--- config.mk ---
export PLATFORM = sky130hd
export DESIGN_NAME = sample_sequencer
export DESIGN_NICKNAME = d
export VERILOG_FILES = /design/src/rtl/sample_seq_pkg.sv /design/src/rtl/srdy_edge_det.sv /design/src/rtl/sample_sequencer.sv
export SDC_FILE = /design/constraint.sdc
export NUM_CORES = 1
export LEC_CHECK = 0
export CORE_UTILIZATION = 40
export CTS_CLUSTER_SIZE = 25
export DETAILED_ROUTE_END_ITERATION = 7
export DONT_BUFFER_PORTS = 1
export SLEW_MARGIN = 20
export SYNTH_ARGS = -nofsm -noshare
export SYNTH_HDL_FRONTEND = slang
export SYNTH_SLANG_ARGS = --single-unit
--- constraint.sdc ---
create_clock -name clk -period 2 [get_ports clk]
set_input_delay 0.4 -clock clk [delete_from_list [all_inputs] [get_ports clk]]
set_output_delay 0.4 -clock clk [all_outputs]
set_load 0.03 [all_outputs]
--- src/rtl/sample_seq_pkg.sv ---
`default_nettype none
// +--------------------------------------------------------------------+
// | sample_seq_pkg : shared widths, defaults and state codes            |
// | Rev 1.0                                                              |
// +--------------------------------------------------------------------+
package sample_seq_pkg;

  localparam int TAP_IDX_W = 4;
  localparam int COUNT_W   = 5;

  localparam int DEF_DATA_W      = 16;
  localparam int DEF_NUM_TAPS    = 12;
  localparam int DEF_NUM_SAMPLES = 20;
  localparam int DEF_GAP         = 1;
  localparam int DEF_TIMEOUT     = 64;

  typedef logic [2:0] seq_state_t;

  localparam seq_state_t ST_IDLE      = 3'd0;
  localparam seq_state_t ST_LOAD      = 3'd1;
  localparam seq_state_t ST_FRAME     = 3'd2;
  localparam seq_state_t ST_STROBE    = 3'd3;
  localparam seq_state_t ST_GAP       = 3'd4;
  localparam seq_state_t ST_WAIT_DONE = 3'd5;
  localparam seq_state_t ST_DONE      = 3'd6;

endpackage
`default_nettype wire

--- src/rtl/srdy_edge_det.sv ---
`default_nettype none
// +--------------------------------------------------------------------+
// | srdy_edge_det : rising-edge detect against a registered copy        |
// | Rev 1.0                                                              |
// +--------------------------------------------------------------------+
module srdy_edge_det (
  input  logic clk,
  input  logic GlobalReset_n,
  input  logic sig,
  output logic rise
);

  logic r_sig_q;

  always_ff @(posedge clk or negedge GlobalReset_n) begin
    if (!GlobalReset_n) begin
      r_sig_q <= 1'b0;
    end else begin
      r_sig_q <= sig;
    end
  end

  // A level held over several cycles yields a single event.
  assign rise = sig & ~r_sig_q;

endmodule
`default_nettype wire

--- src/rtl/sample_sequencer.sv ---
`default_nettype none
// +--------------------------------------------------------------------+
// | sample_sequencer : feeds one sample per frame to the tap-serial MAC |
// | Rev 1.0                                                              |
// +--------------------------------------------------------------------+
module sample_sequencer
  import sample_seq_pkg::*;
#(
  parameter int DATA_W      = DEF_DATA_W,
  parameter int NUM_TAPS    = DEF_NUM_TAPS,
  parameter int NUM_SAMPLES = DEF_NUM_SAMPLES,
  parameter int GAP         = DEF_GAP,
  parameter int TIMEOUT     = DEF_TIMEOUT
) (
  input  logic                 clk,
  input  logic                 GlobalReset_n,
  input  logic                 start,
  input  logic [DATA_W-1:0]    din,
  input  logic                 din_valid,
  output logic                 din_ready,
  output logic [DATA_W-1:0]    sample_out,
  output logic                 global_srdyi,
  output logic                 srdyi,
  output logic [TAP_IDX_W-1:0] tap_idx,
  input  logic                 srdyo,
  output logic [COUNT_W-1:0]   count_global,
  output logic                 busy,
  output logic                 done,
  output logic                 error
);

  localparam int CNT_MAX = (GAP > TIMEOUT) ? GAP : TIMEOUT;
  localparam int CNT_W   = $clog2(CNT_MAX + 1);

  localparam logic [CNT_W-1:0]     C_GAP_LAST  = CNT_W'(GAP - 1);
  localparam logic [CNT_W-1:0]     C_TMO_LAST  = CNT_W'(TIMEOUT - 1);
  localparam logic [TAP_IDX_W-1:0] C_TAP_LAST  = TAP_IDX_W'(NUM_TAPS - 1);
  localparam logic [COUNT_W-1:0]   C_RUN_LEN   = COUNT_W'(NUM_SAMPLES);

  seq_state_t            r_state;
  logic [CNT_W-1:0]      r_cnt;
  logic [TAP_IDX_W-1:0]  r_tap;
  logic [COUNT_W-1:0]    r_count;
  logic [DATA_W-1:0]     r_sample;
  logic                  r_error;
  logic                  r_armed;

  logic                  w_srdyo_evt;
  logic [COUNT_W-1:0]    w_count_next;

  srdy_edge_det u_srdyo_edge (
    .clk           (clk),
    .GlobalReset_n (GlobalReset_n),
    .sig           (srdyo),
    .rise          (w_srdyo_evt)
  );

  assign w_count_next = r_count + COUNT_W'(1);

  // r_armed masks a start that coincides with the first edge after reset release.
  always_ff @(posedge clk or negedge GlobalReset_n) begin
    if (!GlobalReset_n) begin
      r_state  <= ST_IDLE;
      r_cnt    <= '0;
      r_tap    <= '0;
      r_count  <= '0;
      r_sample <= '0;
      r_error  <= 1'b0;
      r_armed  <= 1'b0;
    end else begin
      r_armed <= 1'b1;
      case (r_state)
        ST_IDLE: begin
          if (start && r_armed) begin
            r_state <= ST_LOAD;
            r_count <= '0;
            r_error <= 1'b0;
          end
        end
        ST_LOAD: begin
          if (din_valid) begin
            r_sample <= din;
            r_state  <= ST_FRAME;
          end
        end
        ST_FRAME: begin
          r_tap   <= '0;
          r_state <= ST_STROBE;
        end
        ST_STROBE: begin
          r_cnt   <= '0;
          r_state <= ST_GAP;
        end
        ST_GAP: begin
          if (r_cnt == C_GAP_LAST) begin
            r_cnt <= '0;
            if (r_tap == C_TAP_LAST) begin
              r_state <= ST_WAIT_DONE;
            end else begin
              r_tap   <= r_tap + TAP_IDX_W'(1);
              r_state <= ST_STROBE;
            end
          end else begin
            r_cnt <= r_cnt + CNT_W'(1);
          end
        end
        ST_WAIT_DONE: begin
          if (w_srdyo_evt) begin
            r_cnt   <= '0;
            r_count <= w_count_next;
            r_state <= (w_count_next == C_RUN_LEN) ? ST_DONE : ST_LOAD;
          end else if (r_cnt == C_TMO_LAST) begin
            r_cnt   <= '0;
            r_error <= 1'b1;
            r_state <= ST_IDLE;
          end else begin
            r_cnt <= r_cnt + CNT_W'(1);
          end
        end
        ST_DONE: begin
          r_state <= ST_IDLE;
        end
        default: begin
          r_state <= ST_IDLE;
        end
      endcase
      // Early completion is flagged but never alters the sequence; it wins over a start clear.
      if (w_srdyo_evt && (r_state != ST_WAIT_DONE)) begin
        r_error <= 1'b1;
      end
    end
  end

  assign din_ready    = (r_state == ST_LOAD);
  assign global_srdyi = (r_state == ST_FRAME);
  assign srdyi        = (r_state == ST_STROBE);
  assign done         = (r_state == ST_DONE);
  assign busy         = (r_state != ST_IDLE);
  assign sample_out   = r_sample;
  assign tap_idx      = r_tap;
  assign count_global = r_count;
  assign error        = r_error;

endmodule
`default_nettype wire

### Yosys cells after proc, flatten, opt, wreduce, memory -nomap -nowiden

Index checks and enable logic that the tools add are counted.

* bits in registers: 38
* input port bits: 21
* word-level logic and storage cells: 69

* add/subtract/negate cells: 3
* equality and inequality tests: 19
* multiplexer cells: 23
* bitwise operators: 2
* reduce and logical (&&, ||, !) cells: 14

Operators with widths (number)
* 3-bit two-way mux: 7
* 7-bit two-way mux: 3
* 7-bit case mux with 3 select lines: 1
* 3-bit case mux with 6 select lines: 1
* 3-bit inequality test (second input constant): 5
* 5-bit two-way mux: 2
* 2-bit inequality test (second input constant): 5
* 5-bit case mux with 2 select lines: 1
* 3-bit == test (second input constant): 3
* 3-bit nonzero test: 3
* 4-bit two-way mux: 2
* 4-bit case mux with 2 select lines: 1
* 4-bit AND reduction: 2
* 7-bit by 1-bit adder with 7-bit output (second input constant): 1
* 7-bit by 6-bit == test with 1-bit output (second input constant): 1
* 7-bit zero test: 1
* 3-bit by 2-bit == test with 1-bit output (second input constant): 2
* 3-bit AND reduction: 2
* 5-bit by 1-bit adder with 5-bit output (second input constant): 1
* 5-bit == test (second input constant): 1
* 4-bit by 1-bit adder with 4-bit output (second input constant): 1
* 4-bit == test (second input constant): 1
* 1-bit two-way mux: 4
* 2-bit nonzero test: 2
* other kinds (7): 8

### Logic depth before layout (Yosys ltp)

* word-level depth: 5
* mapped depth: 7
* gate-level depth less buffers: 6

### Hierarchy

A second synthesis with hierarchy kept.

* cell total of the unflattened synthesis: 174
* area, all modules: 1838.0 µm²

By module, submodules not included
* sample_sequencer: times used 1, cells an instance 172, area each 1799.2 µm², seq. area each 925.9 µm²
* srdy_edge_det: times used 1, cells an instance 2, area each 38.8 µm², seq. area each 25.0 µm²

### Least setup slack after synthesis

OpenSTA, ideal clock, no wires.

* path kind: reg2reg
* start point: register r_state[0]
* end point: register r_sample[10], in the netlist sample_out[10]
* setup time: 0.125 ns
* arrival time: 1.798 ns
* data required time: 1.875 ns
* path slack: 0.077 ns
* stages on the path, launching flop included: 8
* cell sequence: dfrtp_1 buf_4 inv_2 nor3_2 and2_1 buf_2 buf_6 mux2_2

* word-level cells in the longest chain between the ends: 2

RTL lines
* start: declaration: line sample_sequencer.sv:40 `seq_state_t r_state;`
* start signal: assignment: line sample_sequencer.sv:111 `r_state <= (w_count_next == C_RUN_LEN) ? ST_DONE : ST_LOAD;`
* 3-bit by 1-bit == test with 1-bit output
* net din_ready: line sample_sequencer.sv:20 `output logic din_ready,`
* 2-bit AND reduction (no line)
* end signal: assignment: line sample_sequencer.sv:82 `r_sample <= din;`
* end: declaration: line sample_sequencer.sv:44 `logic [DATA_W-1:0] r_sample;`

The timed path passes the listed nets, and every way through them passes these cells.
A chain may end at the register's enable or synchronous reset.

### Worst setup path after layout

* start point: register r_state[0]
* end point: output port din_ready

* word-level cells in the longest chain between the ends: 1

RTL lines
* 3-bit by 1-bit == test with 1-bit output: line sample_sequencer.sv:134 `assign din_ready = (r_state == ST_LOAD);`
* end: declaration: line sample_sequencer.sv:20

Every way passes these cells.

==> impl_metrics.ini <==
[status]
status = finished clean

[sta]
setup_ws_ns = 0.134
tns_ns = 0
hold_ws_ns = 0.132
max_slew_margin = 0.619
maxSlewViolCount = 0
timing.fmax_mhz = 536
fin_worst_skew_ns = 0.00567
tightest_slew_ns = 0.563
min_period_over_period = 0.933
period_minus_slack_ns = 1.87
rsz0062_at_grt = no
setup_viol_count_final = 0
hold_viol_final = 0

[setup_path]
cp.required_ns = 1.60
endpoint_kind = primary output
reg2reg_slack_ns = 0.18
cp-start-kind = register
critical_path_class = register to primary output
path_cells = inv_2 > nor3_2 > buf_4
critical_path.max_stage_delay_ns = 0.63
crit_slowest_cell = dfrtp_1
crit_path_max_fanout = 15
arrival_ns = 1.47

[layout]
layout.nets = 218
post-route-util = 0.475
nFillCells = 457
antenna_cells = 0
drive_gt1_frac = 0.247
syn_to_final_growth_pct = 14.5

[clock_tree]
cts.sinks = 38
cts_setup_buffers = 0
cts_root_buf = clkbuf_8
clk_latency_ns = 0.29
cts_buffers = 5
cts_tree = built
cts_buffer_depth = 2
cts_max_level = 2
clk_pin_slew_ns = 0.08

[placed_design]
dp_slack_ns = 0.193
gp_congestion = 0.764
portBuffers = 0
place_hpwl_um = 2850

[routing]
via_per_inst = 5.41
first_pass_iters = 4
drc = 0
vias = 1413
drt_iter0_drc = 55
wl_um = 3890
ant_nets = 0
routedWlPerCell_um = 14.9

[power]
swShare = 0.440
seqPwrFrac = 0.480
intPower_mw = 1.90
p_clk_frac = 0.192
powerDensity_nw_per_um2 = 1510
netSwitchingPower_mw = 1.49
combinationalPowerShare = 0.328
finalPower_mw = 3.39
ir_drop_v = 0.000629
leakage_nw = 0.960

[floorplanning]
die_w_um = 72.0
core.rowCount = 25
die_area_um2 = 5190
core_um2 = 4720
io_pins = 52
die_h_um = 72.0
start_util = 0.415

[global_route]
grt.overflow.total = 0
grt_max_degree = 39
grt_pass1_vias = 1406
antenna_found_initial = 0
grt_use_total = 0.165
grt_pass1_wl_um = 6470

[yosys]
synth-edff-count = 0
synth_flop_cell = dfrtp_1
synthAdderAreaFrac = 0.0255
synth_nets = 204
syn_area_per_cell_um2 = 11.0
synthArstFlopShare = 1.00
synth_xor_area_frac = 0.0134
yosysWarnings = 0
synth.ff_latch_count = 38
synth_top_family_by_area = simple AND/OR/NAND/NOR gates
synthSimpleGateAreaFrac = 0.200
synth_cells = 179
ys_types = 54
synth_compound_gate_area_share = 0.134
synth.mux.area_fraction = 0.0976
ys_seq_area_frac = 0.485
synth_area_um2 = 1960

[hold_path]
hold_class = input pin to register

[job]
maxCapViolations = 0
## synthesized netlist by cell type, drive strengths merged (2+ instances only)
cell type	count	area (um^2)
and3	4	25.0
inv	8	30.0
nor3	4	25.0
nand4	2	27.5
nor4	2	27.5
nor2b	5	31.3
clkbuf	2	7.51
buf	7	46.3
nand3b	3	22.5
xor2	3	26.3
o221ai	2	17.5
a21oi	6	30.0
or3	2	12.5
o211ai	3	22.5
nand2b	2	12.5
nand2	15	56.3
and2b	3	22.5
dfrtp	38	951
o21ai	11	58.8
and2	3	18.8
mux2	17	191
ha	4	50.1
nand3	6	30.0
nor3b	2	20.0
nor2	6	22.5
## flip-flops by register name, summed over array words and instances, names as in the netlist
signal and count:
r_armed 1, r_cnt 7, tap_idx 4, r_state 3
error 1, sample_out 16, u_srdyo_edge.r_sig_q 1, count_global 5
## power groups by stage
stage	Combinational (mW)	Sequential, mW	Clock [mW]
finish	1.11	1.63	0.651
global route	1.23	1.67	0.709
CTS	1.12	1.63	0.669
detailed placement	1.09	1.64	0
global placement	1.06	1.62	0
floorplan	0.863	1.60	0
## worst max-delay path, delay by kind of cell (launching register included)
kind | cells | cell delay, ns
and+or+nand+nor | 1 | 0.20
buffers and inverters | 2 | 0.34
DFF | 1 | 0.63
## metal layers
metal / track usage / vias to the layer above / wire (um)
met2: 0.277 / 53 / 1830
met1: 0.193 / 680 / 1710
met3: 0.0639 / 7 / 295
met5: 0 / - / 0
met4: 0.0588 / 0 / 54
li1: - / 673 / -
## logic make-up after synthesis
| logic type | Yosys count |
|---|---|
| multiplexers | 17 |
| flip-flops | 38 |
| buffers and inverters | 17 |
| AND/OR/NAND/NOR | 63 |
| AO/OA/AOI/OAI | 36 |
| adder cells (fa/ha/maj) | 4 |
| other | 1 |
| XOR/XNOR | 3 |
## cells in the final DEF, fill, tap and decap left out, types with 2 or more instances in the layout
master,netlist,layout
o221ai_1,2,2
nand2_1,15,15
o21ai_0,7,7
nor3_1,3,2
inv_1,7,7
or3_1,2,2
mux2_2,16,16
and2b_1,3,3
dfrtp_1,38,38
xor2_1,3,3
nor2b_1,5,5
a21oi_1,6,6
nor2_1,6,6
o21ai_1,3,3
buf_4,2,14
clkinvlp_4,0,2
ha_1,4,4
clkbuf_8,0,5
and3_1,4,4
nand2b_1,2,2
nor3_2,1,2
nand3_1,6,6
and2_1,3,3
o211ai_1,3,3
nand3b_1,3,3
## final timing paths
check | from | to | cells past startpoint
setup / recovery | r_state[0] | din_ready | 3
hold / removal | srdyo | u_srdyo_edge.r_sig_q | 0
setup reg to reg | r_state[0] | sample_out[8] | 5
hold reg to reg | r_cnt[0] | r_cnt[0] | 1
max in group asynchronous | GlobalReset_n | r_cnt[1] | 2
min in group asynchronous | GlobalReset_n | count_global[2] | 2
## through the flow
| step | std cells | area [um^2] |
|---|---|---|
| 2_1_floorplan | 179 | 1960 |
| 3_3_place_gp | 251 | 2100 |
| 3_5_place_dp | 251 | 2100 |
| 4_1_cts | 261 | 2240 |
| 5_1_grt | 261 | 2250 |
| 6_report | 261 | 2250 |
## area by class of cell
type                       count  area [um^2]  area share
clock buffer                   5         68.8      0.0306
clock inverter                 3         45.0      0.0201
inverter                       8         30.0      0.0134
multi-input combinational    124          932       0.415
sequential                    38          951       0.423
tap                           67         83.8      0.0373
timing repair buffer          16          135      0.0602
## timing repair
item | CTS | global route
endpoints found under the setup margin | 0 | 1
hold buffers | 2 | 0
resized for setup | 0 | 1
endpoints found under the hold margin | 38 | 0
(Power assumes the default switching activity.)
